File: config.mk
export PLATFORM = sky130hd
export DESIGN_NAME = qa_bits_reassembler_flat
export DESIGN_NICKNAME = d
export VERILOG_FILES = /design/src/rtl/qa_bits_reassembler_if.sv /design/src/rtl/qa_bits_reassembler.sv /design/src/flat_wrapper.sv
export SDC_FILE = /design/constraint.sdc
export NUM_CORES = 1
export LEC_CHECK = 0
export BUFFER_PORTS_ARGS = -buffer_cell sky130_fd_sc_hd__buf_4
export CORE_MARGIN = 4
export CORE_UTILIZATION = 45
export DETAILED_ROUTE_END_ITERATION = 16
export MAX_ROUTING_LAYER = met4
export PLACE_DENSITY = 0.7
export SETUP_SLACK_MARGIN = 0.2
export SLEW_MARGIN = 20
export SYNTH_ARGS = -nofsm -noshare
export SYNTH_HDL_FRONTEND = slang
export SYNTH_SLANG_ARGS = --single-unit
File: constraint.sdc
create_clock -name clk -period 2.1 [get_ports clk]
set_input_delay 0.21 -clock clk [delete_from_list [all_inputs] [get_ports clk]]
set_output_delay 0.21 -clock clk [all_outputs]
set_load 0.01 [all_outputs]
File: src/rtl/qa_bits_reassembler_if.sv
// qa_bits_reassembler_if
//   Bundles the bit-serial input stream and the reassembled-word outputs of
//   qa_bits_reassembler.
//   Signals:
//     in_data   position or value word from the serial stream
//     in_nd     in_data valid this cycle
//     out_data  reassembled word, held between pulses
//     out_nd    one-cycle pulse, out_data holds a complete new word
//     out_abort one-cycle pulse, a partial word was discarded on restart
//     error     sticky protocol error
//     err_cause 0 none, 1 ERRORCODE received, 2 bad position, 3 bad value
//   Modports:
//     master    stream source and result consumer (drives in_*)
//     slave     the reassembler (drives out_*, error, err_cause)
interface qa_bits_reassembler_if #(
    parameter int WIDTH = 32
);
    logic [WIDTH-1:0] in_data;
    logic             in_nd;
    logic [WIDTH-1:0] out_data;
    logic             out_nd;
    logic             out_abort;
    logic             error;
    logic [1:0]       err_cause;

    modport master (
        output in_data, in_nd,
        input  out_data, out_nd, out_abort, error, err_cause
    );

    modport slave (
        input  in_data, in_nd,
        output out_data, out_nd, out_abort, error, err_cause
    );
endinterface

File: src/rtl/qa_bits_reassembler.sv
// qa_bits_reassembler
//   Receive-side decoder for the bit-serial QA stream. The input carries
//   alternating (bit position, bit value) words, positions WIDTH-1 down to 0.
//   The original WIDTH-bit word is rebuilt and presented on out_data with a
//   one-cycle out_nd pulse. Protocol violations and the ERRORCODE sentinel
//   latch a sticky error that only reset clears.
//   Ports:
//     clk    clock
//     reset  synchronous, active-high
//     bus    qa_bits_reassembler_if slave modport (stream in, word/status out)
module qa_bits_reassembler #(
    parameter int               WIDTH     = 32,
    parameter int               LOG_WIDTH = 5,
    parameter logic [WIDTH-1:0] ERRORCODE = 32'hDEADBEEF
) (
    input  logic                  clk,
    input  logic                  reset,
    qa_bits_reassembler_if.slave  bus
);

    typedef enum logic [1:0] {
        IDLE,
        EXP_VAL,
        EXP_POS,
        ERROR
    } state_t;

    typedef enum logic [1:0] {
        CAUSE_NONE     = 2'd0,
        CAUSE_SENTINEL = 2'd1,
        CAUSE_POS      = 2'd2,
        CAUSE_VAL      = 2'd3
    } cause_t;

    localparam logic [WIDTH-1:0]     TOP_POS = WIDTH'(WIDTH - 1);
    localparam logic [LOG_WIDTH-1:0] TOP_IDX = LOG_WIDTH'(WIDTH - 1);

    state_t               state_q,    state_d;
    logic [LOG_WIDTH-1:0] exp_pos_q,  exp_pos_d;
    logic [WIDTH-1:0]     asm_q,      asm_d;
    logic [WIDTH-1:0]     out_data_q, out_data_d;
    logic                 out_nd_q,   out_nd_d;
    logic                 out_abort_q, out_abort_d;
    logic                 error_q,    error_d;
    cause_t               cause_q,    cause_d;

    always_ff @(posedge clk) begin
        if (reset) begin
            state_q     <= IDLE;
            exp_pos_q   <= '0;
            asm_q       <= '0;
            out_data_q  <= '0;
            out_nd_q    <= 1'b0;
            out_abort_q <= 1'b0;
            error_q     <= 1'b0;
            cause_q     <= CAUSE_NONE;
        end else begin
            state_q     <= state_d;
            exp_pos_q   <= exp_pos_d;
            asm_q       <= asm_d;
            out_data_q  <= out_data_d;
            out_nd_q    <= out_nd_d;
            out_abort_q <= out_abort_d;
            error_q     <= error_d;
            cause_q     <= cause_d;
        end
    end

    always_comb begin
        state_d     = state_q;
        exp_pos_d   = exp_pos_q;
        asm_d       = asm_q;
        out_data_d  = out_data_q;
        out_nd_d    = 1'b0;
        out_abort_d = 1'b0;
        error_d     = error_q;
        cause_d     = cause_q;

        // ERROR ignores everything; otherwise the sentinel beats any other rule
        if (bus.in_nd && state_q != ERROR) begin
            if (bus.in_data == ERRORCODE) begin
                state_d = ERROR;
                error_d = 1'b1;
                cause_d = CAUSE_SENTINEL;
            end else begin
                case (state_q)
                    IDLE: begin
                        if (bus.in_data == TOP_POS) begin
                            state_d   = EXP_VAL;
                            exp_pos_d = TOP_IDX;
                        end else begin
                            state_d = ERROR;
                            error_d = 1'b1;
                            cause_d = CAUSE_POS;
                        end
                    end
                    EXP_VAL: begin
                        if (bus.in_data[WIDTH-1:1] != '0) begin
                            state_d = ERROR;
                            error_d = 1'b1;
                            cause_d = CAUSE_VAL;
                        end else begin
                            asm_d[exp_pos_q] = bus.in_data[0];
                            if (exp_pos_q == '0) begin
                                // asm_d already has bit 0 merged in
                                out_data_d = asm_d;
                                out_nd_d   = 1'b1;
                                state_d    = IDLE;
                            end else begin
                                exp_pos_d = exp_pos_q - LOG_WIDTH'(1);
                                state_d   = EXP_POS;
                            end
                        end
                    end
                    EXP_POS: begin
                        if (bus.in_data == WIDTH'(exp_pos_q)) begin
                            state_d = EXP_VAL;
                        end else if (bus.in_data == TOP_POS) begin
                            // transmitter restarted with a new word mid-stream
                            out_abort_d = 1'b1;
                            exp_pos_d   = TOP_IDX;
                            state_d     = EXP_VAL;
                        end else begin
                            state_d = ERROR;
                            error_d = 1'b1;
                            cause_d = CAUSE_POS;
                        end
                    end
                    default: ;
                endcase
            end
        end
    end

    assign bus.out_data  = out_data_q;
    assign bus.out_nd    = out_nd_q;
    assign bus.out_abort = out_abort_q;
    assign bus.error     = error_q;
    assign bus.err_cause = cause_q;

endmodule
File: src/flat_wrapper.sv
// flat-port wrapper written by rule: the top's interface ports become plain ports
module qa_bits_reassembler_flat 
#(
    parameter int               WIDTH     = 32,
    parameter int               LOG_WIDTH = 5,
    parameter logic [WIDTH-1:0] ERRORCODE = 32'hDEADBEEF
)
  (clk, reset, bus_in_data, bus_in_nd, bus_out_data, bus_out_nd, bus_out_abort, bus_error, bus_err_cause);
  qa_bits_reassembler_if #(.WIDTH(WIDTH)) bus_i ();
  input  logic clk;
  input  logic reset;
  input wire logic [$bits(bus_i.in_data)-1:0] bus_in_data;
  input wire logic [$bits(bus_i.in_nd)-1:0] bus_in_nd;
  output wire logic [$bits(bus_i.out_data)-1:0] bus_out_data;
  output wire logic [$bits(bus_i.out_nd)-1:0] bus_out_nd;
  output wire logic [$bits(bus_i.out_abort)-1:0] bus_out_abort;
  output wire logic [$bits(bus_i.error)-1:0] bus_error;
  output wire logic [$bits(bus_i.err_cause)-1:0] bus_err_cause;
  assign bus_i.in_data = bus_in_data;
  assign bus_i.in_nd = bus_in_nd;
  assign bus_out_data = bus_i.out_data;
  assign bus_out_nd = bus_i.out_nd;
  assign bus_out_abort = bus_i.out_abort;
  assign bus_error = bus_i.error;
  assign bus_err_cause = bus_i.err_cause;
  qa_bits_reassembler #(.WIDTH(WIDTH), .LOG_WIDTH(LOG_WIDTH), .ERRORCODE(ERRORCODE)) u_core (.clk(clk), .reset(reset), .bus(bus_i));
endmodule
==> results of run 1 <==
## metrics by stage
stage / cells / total power (W) / instance area (um2) / utilization (%) / setup TNS, ns
2_1_floorplan: 471 / 0.00169 / 3840 / - / 0
6_report: 673 / 0.00318 / 5170 / 63.0 / 0
3_5_place_dp: 647 / 0.00187 / 4660 / 56.7 / -1.31
4_1_cts: 668 / 0.00317 / 5050 / 61.4 / 0
5_1_grt: 673 / 0.00330 / 5170 / 63.0 / 0
3_3_place_gp: 647 / 0.00186 / 4660 / 56.7 / -0.599
## path summary, 6_finish.rpt
check | endpoint | cells past startpoint | slack, ns
worst max register to register | u_core.asm_q[9] | 7 | 0.16
worst max-delay path | u_core.asm_q[9] | 7 | 0.16
worst min-delay path | u_core.bus.out_data[30] | 2 | 0.15
worst min register to register | u_core.bus.out_data[11] | 2 | 0.45
## flip-flops by register name, summed over array words and instances, names as in the netlist
name                  count
u_core.asm_q             31
u_core.bus.err_cause      2
u_core.bus.error          1
u_core.bus.out_abort      1
u_core.bus.out_data      32
u_core.bus.out_nd         1
u_core.exp_pos_q          5
u_core.state_q            2
## kinds of logic after synthesis
group	count (synthesis)	synth area share [%]
and+or+nand+nor	197	25.2
AOI/OAI and AO/OA	101	16.1
DFF	75	39.3
buffers and inverters	47	4.95
muxes	36	9.99
adders and majority gates	10	3.28
xor gates and xnor gates	5	1.15
## Yosys cell counts, types with 2 or more instances
cell type	instances
nand2_1	103
dfxtp_1	75
a21oi_1	49
a211oi_1	26
clkbuf_1	26
mux2i_1	19
mux2_2	17
nand4_1	17
nor2_1	15
nand3_1	12
inv_1	11
ha_1	10
nor3_1	9
o21ai_0	8
and3_1	7
nor4_1	7
a31oi_1	6
and4_1	5
xnor2_1	5
and3b_1	4
buf_1	4
buf_2	4
nor2b_1	3
o211ai_1	3
or3_1	3
and2_1	2
buf_4	2
o22ai_1	2
or2_2	2
or4_4	2
## critical path, cell delays in order, from the launching register on
cell and delay (ns):
dfxtp_4 0.37, ha_4 0.16, nor2b_4 0.15, nand3_4 0.11
or4_4 0.62, buf_8 0.18, o21ai_2 0.12, a21oi_1 0.08
## per-layer routing
metal	share of wire [%]	up-vias	wire [um]
met5	0	-	0
met2	52	101	5730
met1	42	1860	4610
li1	-	1863	-
met3	4.2	18	459
met4	1.5	0	162
## layout make-up
class                   count  area [um2]
fillers                   700        3040
multi-input cells         349        2250
flip-flops and latches     75        1510
repair buffers            117        1010
clock buffers              11         141
well taps                 105         131
clock inverters             5        83.8
inverters                  11        41.3
## power groups by stage
stage          clock network [W]  registers (W)  logic, W
3_3_place_gp                   0        0.00150  0.000361
5_1_grt                  0.00136        0.00148  0.000465
2_1_floorplan                  0        0.00150  0.000194
3_5_place_dp                   0        0.00150  0.000371
4_1_cts                  0.00128        0.00147  0.000410
6_report                 0.00128        0.00147  0.000425
## what timing repair did
| item | in CTS | in global routing |
|---|---|---|
| cloned | 2 | 3 |
| pin swaps | 14 | 8 |
| buffers inserted | 3 | 2 |
| setup endpoints to repair | 47 | 44 |
| gates resized for setup | 24 | 17 |
==> impl_metrics.json, run 1 <==
{
  "drc": 0,
  "netlist.area_leader.share_pct": 39.3,
  "worstPathArrival_ns": 2.15,
  "synth_area_leaders": "dfxtp_1 39%, nand2_1 10%, a21oi_1 6.4%",
  "cts_sinks": 75,
  "syn_avg_cell_area_um2": 8.11,
  "ys_seq_area_share_pct": 39.3,
  "async_flop_share_pct": 0,
  "power.share.clock_pct": 40.2,
  "r2r_start": "u_core.state_q[0]",
  "use_met1_pct": 26.6,
  "cts_root_buffer": "clkbuf_8",
  "finalSetupViolCount": 0,
  "grtUsageTotal_pct": 21.8,
  "synth_cells": 471,
  "min_period_ns": 1.94,
  "dieHeight_um": 100,
  "cts_tree": "built",
  "hold_violations": 0,
  "layout_worst_path_cycle_share_pct": 92.4,
  "holdBufCountCts": 0,
  "p_comb_share_pct": 13.4,
  "crit_path_end_kind": "flop",
  "p_sw_w": 0.000807,
  "synth.distinct_cells": 43,
  "p_int_w": 0.00237,
  "p_leak_nw": 2.06,
  "rsz0062_at_grt": "yes",
  "synth-seq-cells": 75,
  "vias": 3842,
  "crit_required_ns": 2.31,
  "whs_ns": 0.153,
  "clock_path_buffers": 2,
  "post-place-ws_ns": -0.132,
  "grt_pass1_vias": 3650,
  "postRouteAntennaNets": 0,
  "drive_gt1_share_pct": 31.9,
  "clk_latency_ns": 0.35,
  "run_status": "finished clean",
  "seqPwrFrac_pct": 46.4,
  "grt-ovfl-total": 0,
  "cts_buffers": 9,
  "tightestPinTransition_ns": 0.603,
  "synthFlopType": "dfxtp_1",
  "vias_per_cell": 5.71,
  "top_usage_layer": "met2",
  "drv_cap": 0,
  "syn_to_final_growth_pct": 35.5,
  "yosysWarnings": 0,
  "drt_iter0_markers": 186,
  "wirelength_mm": 11.0,
  "slew_headroom_pct": 59.4,
  "gp_congestion": 0.855,
  "fp-row-count": 33,
  "fmax_mhz": 515,
  "die_area_um2": 10000,
  "grt_pass1_wl_mm": 17.2,
  "num_antenna_cells": 0,
  "grt_use_met3_pct": 3.96,
  "cp-startpoint": "u_core.state_q[0]",
  "antenna_found_initial": 0,
  "port_buffers": 71,
  "crit_fanout": 7,
  "h-tree-depth": 3,
  "grt_max_degree": 57,
  "finalWorstSetupSlack_ns": 0.160,
  "chipWidth_um": 100,
  "p_sw_share_pct": 25.4,
  "peakVddDrop_mv": 0.436,
  "path_clk_slew_ns": 0.08,
  "crit_path_start_kind": "flop",
  "slew_violations": 0,
  "final_common_cell": "buf_4",
  "pwr_density_cell_nw_per_um2": 614,
  "worstHoldPathType": "in -> reg",
  "core_area_um2": 8220,
  "syn_area_um2": 3820,
  "wl_per_cell_um": 16.3,
  "hpwl_mm": 7.26,
  "yosysTopAreaCell": "dfxtp_1",
  "synth-edff-count": 0,
  "min_from": "reset",
  "fin_nets": 608,
  "first_pass_iters": 5,
  "skew_ns": 0.00845,
  "synthesis.nets": 516,
  "critPathKind": "reg -> reg",
  "initial_utilization_pct": 46.5,
  "final_cell_mix": "105 x buf_4, 102 x nand2_1, 73 x dfxtp_1",
  "grtUsageMet2_pct": 37.4,
  "ios": 72
}
No activity file was read; power rests on OpenSTA's default activity.
==> run 2: changes to the inputs <==
CORE_UTILIZATION = 35   (was 45)
PLACE_DENSITY = default   (was 0.7)
SETUP_SLACK_MARGIN = 0.05   (was 0.2)
==> impl_metrics.json, run 2 (synthesized netlist as in run 1, its figures left out) <==
{
  "skew_ns": 0.0123,
  "grt_max_degree": 41,
  "p_comb_share_pct": 12.6,
  "min_from": "reset",
  "cts_tree": "built",
  "postRouteAntennaNets": 0,
  "p_sw_w": 0.000759,
  "grt-ovfl-total": 0,
  "placed_cells": 677,
  "finalSetupViolCount": 0,
  "critPathKind": "reg -> reg",
  "fin_nets": 599,
  "p_sw_share_pct": 25.9,
  "run_status": "finished clean",
  "layout_worst_path_cycle_share_pct": 96.5,
  "crit_required_ns": 2.32,
  "cp-startpoint": "u_core.state_q[1]",
  "power.share.clock_pct": 37.5,
  "hpwl_mm": 7.28,
  "worstHoldPathType": "in -> reg",
  "cts_root_buffer": "clkbuf_8",
  "initial_utilization_pct": 36.5,
  "path_cells": "inv_1, ha_2, inv_1, or2_4, or4_4, buf_4, o21ai_0, a21oi_1",
  "drive_gt1_share_pct": 27.5,
  "grtUsageTotal_pct": 16.4,
  "drc": 0,
  "holdBufCountCts": 0,
  "num_antenna_cells": 0,
  "wl_per_cell_um": 14.3,
  "dieHeight_um": 112,
  "die_area_um2": 12600,
  "final_common_cell": "nand2_1",
  "fill_cells": 1046,
  "drt_iter0_markers": 235,
  "p_int_w": 0.00217,
  "drv_cap": 0,
  "worstPathArrival_ns": 2.24,
  "seqCellArea_um2": 1500,
  "antenna_found_initial": 0,
  "cts_sinks": 75,
  "peakVddDrop_mv": 0.350,
  "cpMaxStageDelayCell": "or4_4",
  "vias": 3590,
  "p_leak_nw": 1.96,
  "ios": 72,
  "path_clk_slew_ns": 0.08,
  "place_area_um2": 4680,
  "multi_input_area_um2": 2150,
  "min_period_ns": 2.03,
  "seqPwrFrac_pct": 49.9,
  "tightestPinTransition_ns": 0.514,
  "hold_violations": 0,
  "vias_per_cell": 5.17,
  "pwr_density_cell_nw_per_um2": 597,
  "chipWidth_um": 112,
  "fmax_mhz": 493,
  "ff2ff_setup_slack_ns": 0.07,
  "r2r_start": "u_core.state_q[1]",
  "worst_path_most_repeated_cell": "inv_1",
  "syn_to_final_growth_pct": 28.6,
  "port_buffers": 71,
  "slowest_delay_ns": 0.52,
  "first_pass_iters": 4,
  "slew_violations": 0,
  "final_cell_mix": "103 x nand2_1, 102 x buf_4, 74 x dfxtp_1",
  "fp-row-count": 37,
  "largest_reg_flops": 32,
  "slew_headroom_pct": 65.7,
  "rsz0062_at_grt": "yes",
  "wirelength_mm": 9.97,
  "power_w": 0.00293,
  "design_area_um2": 4910,
  "clock_path_buffers": 2,
  "core_area_um2": 10500,
  "crit_path_end_kind": "flop",
  "grt_pass1_wl_mm": 16.9,
  "clk_latency_ns": 0.35,
  "crit_path_start_kind": "flop",
  "crit_fanout": 6,
  "fin_setup_tns_ns": 0,
  "gp_congestion": 0.832,
  "h-tree-depth": 3,
  "cts_buffers": 9,
  "fin_cells": 695,
  "grt_pass1_vias": 3534
}
## run 2: cell count changes in the layout (fill, tap and decap cells not counted), sizes merged
cell / delta
clkbuf: -4
bufinv: -1
buf: -6
clkinv: +2
## run 2: what timing repair did
action	4_1_cts	5_1_grt
gates cloned	0	1
pin swaps	0	1
buffers inserted	0	1
endpoints found under the setup margin	2	37
resized for setup	1	8
## run 2: path summary, 6_finish.rpt
check / end / cells after the start
max: u_core.asm_q[10] / 8
min: u_core.asm_q[22] / 2
max reg2reg: u_core.asm_q[10] / 8
min reg2reg: u_core.asm_q[27] / 2
## run 2: final cells by class
class / count / area share [%]
clock buffers: 10 / 2.60
clock inverters: 6 / 1.30
inverters: 11 / 0.841
multi-input cells: 349 / 43.8
flip-flops and latches: 75 / 30.6
well taps: 136 / 3.46
repair buffers: 108 / 17.4
## run 2: critical path: cells and delay by family (launching register included)
family          cells  cell delay (ns)
buf+inv             3             0.32
flops               1             0.35
fa+ha+maj           1             0.18
simple gates        2             0.79
compound gates      2             0.27
## run 2: metrics by stage
stage | hold WS, ns | util, % | setup WS [ns]
after floorplan | 0.403 | - | 0.0939
after global placement | 0.435 | 44.8 | -0.0658
after detailed placement | 0.445 | 44.8 | -0.112
after CTS | 0.280 | 46.6 | 0.0536
after global routing | 0.311 | 46.9 | 0.00379
final | 0.298 | 46.9 | 0.0735
## run 2: routing by layer
metal	GRT usage [%]	vias to the layer above	wire length, um
met2	27.9	67	4900
met1	20.2	1670	4620
met4	3.61	0	87
met5	-	-	0
met3	3.07	8	358
li1	-	1845	-
## run 2: power by group through the flow
stage	clock, W	combinational, W	sequential (W)
finish	0.00110	0.000370	0.00146
global route	0.00120	0.000414	0.00147
CTS	0.00114	0.000367	0.00146
detailed placement	0	0.000365	0.00150
global placement	0	0.000361	0.00149
floorplan	0	0.000195	0.00150
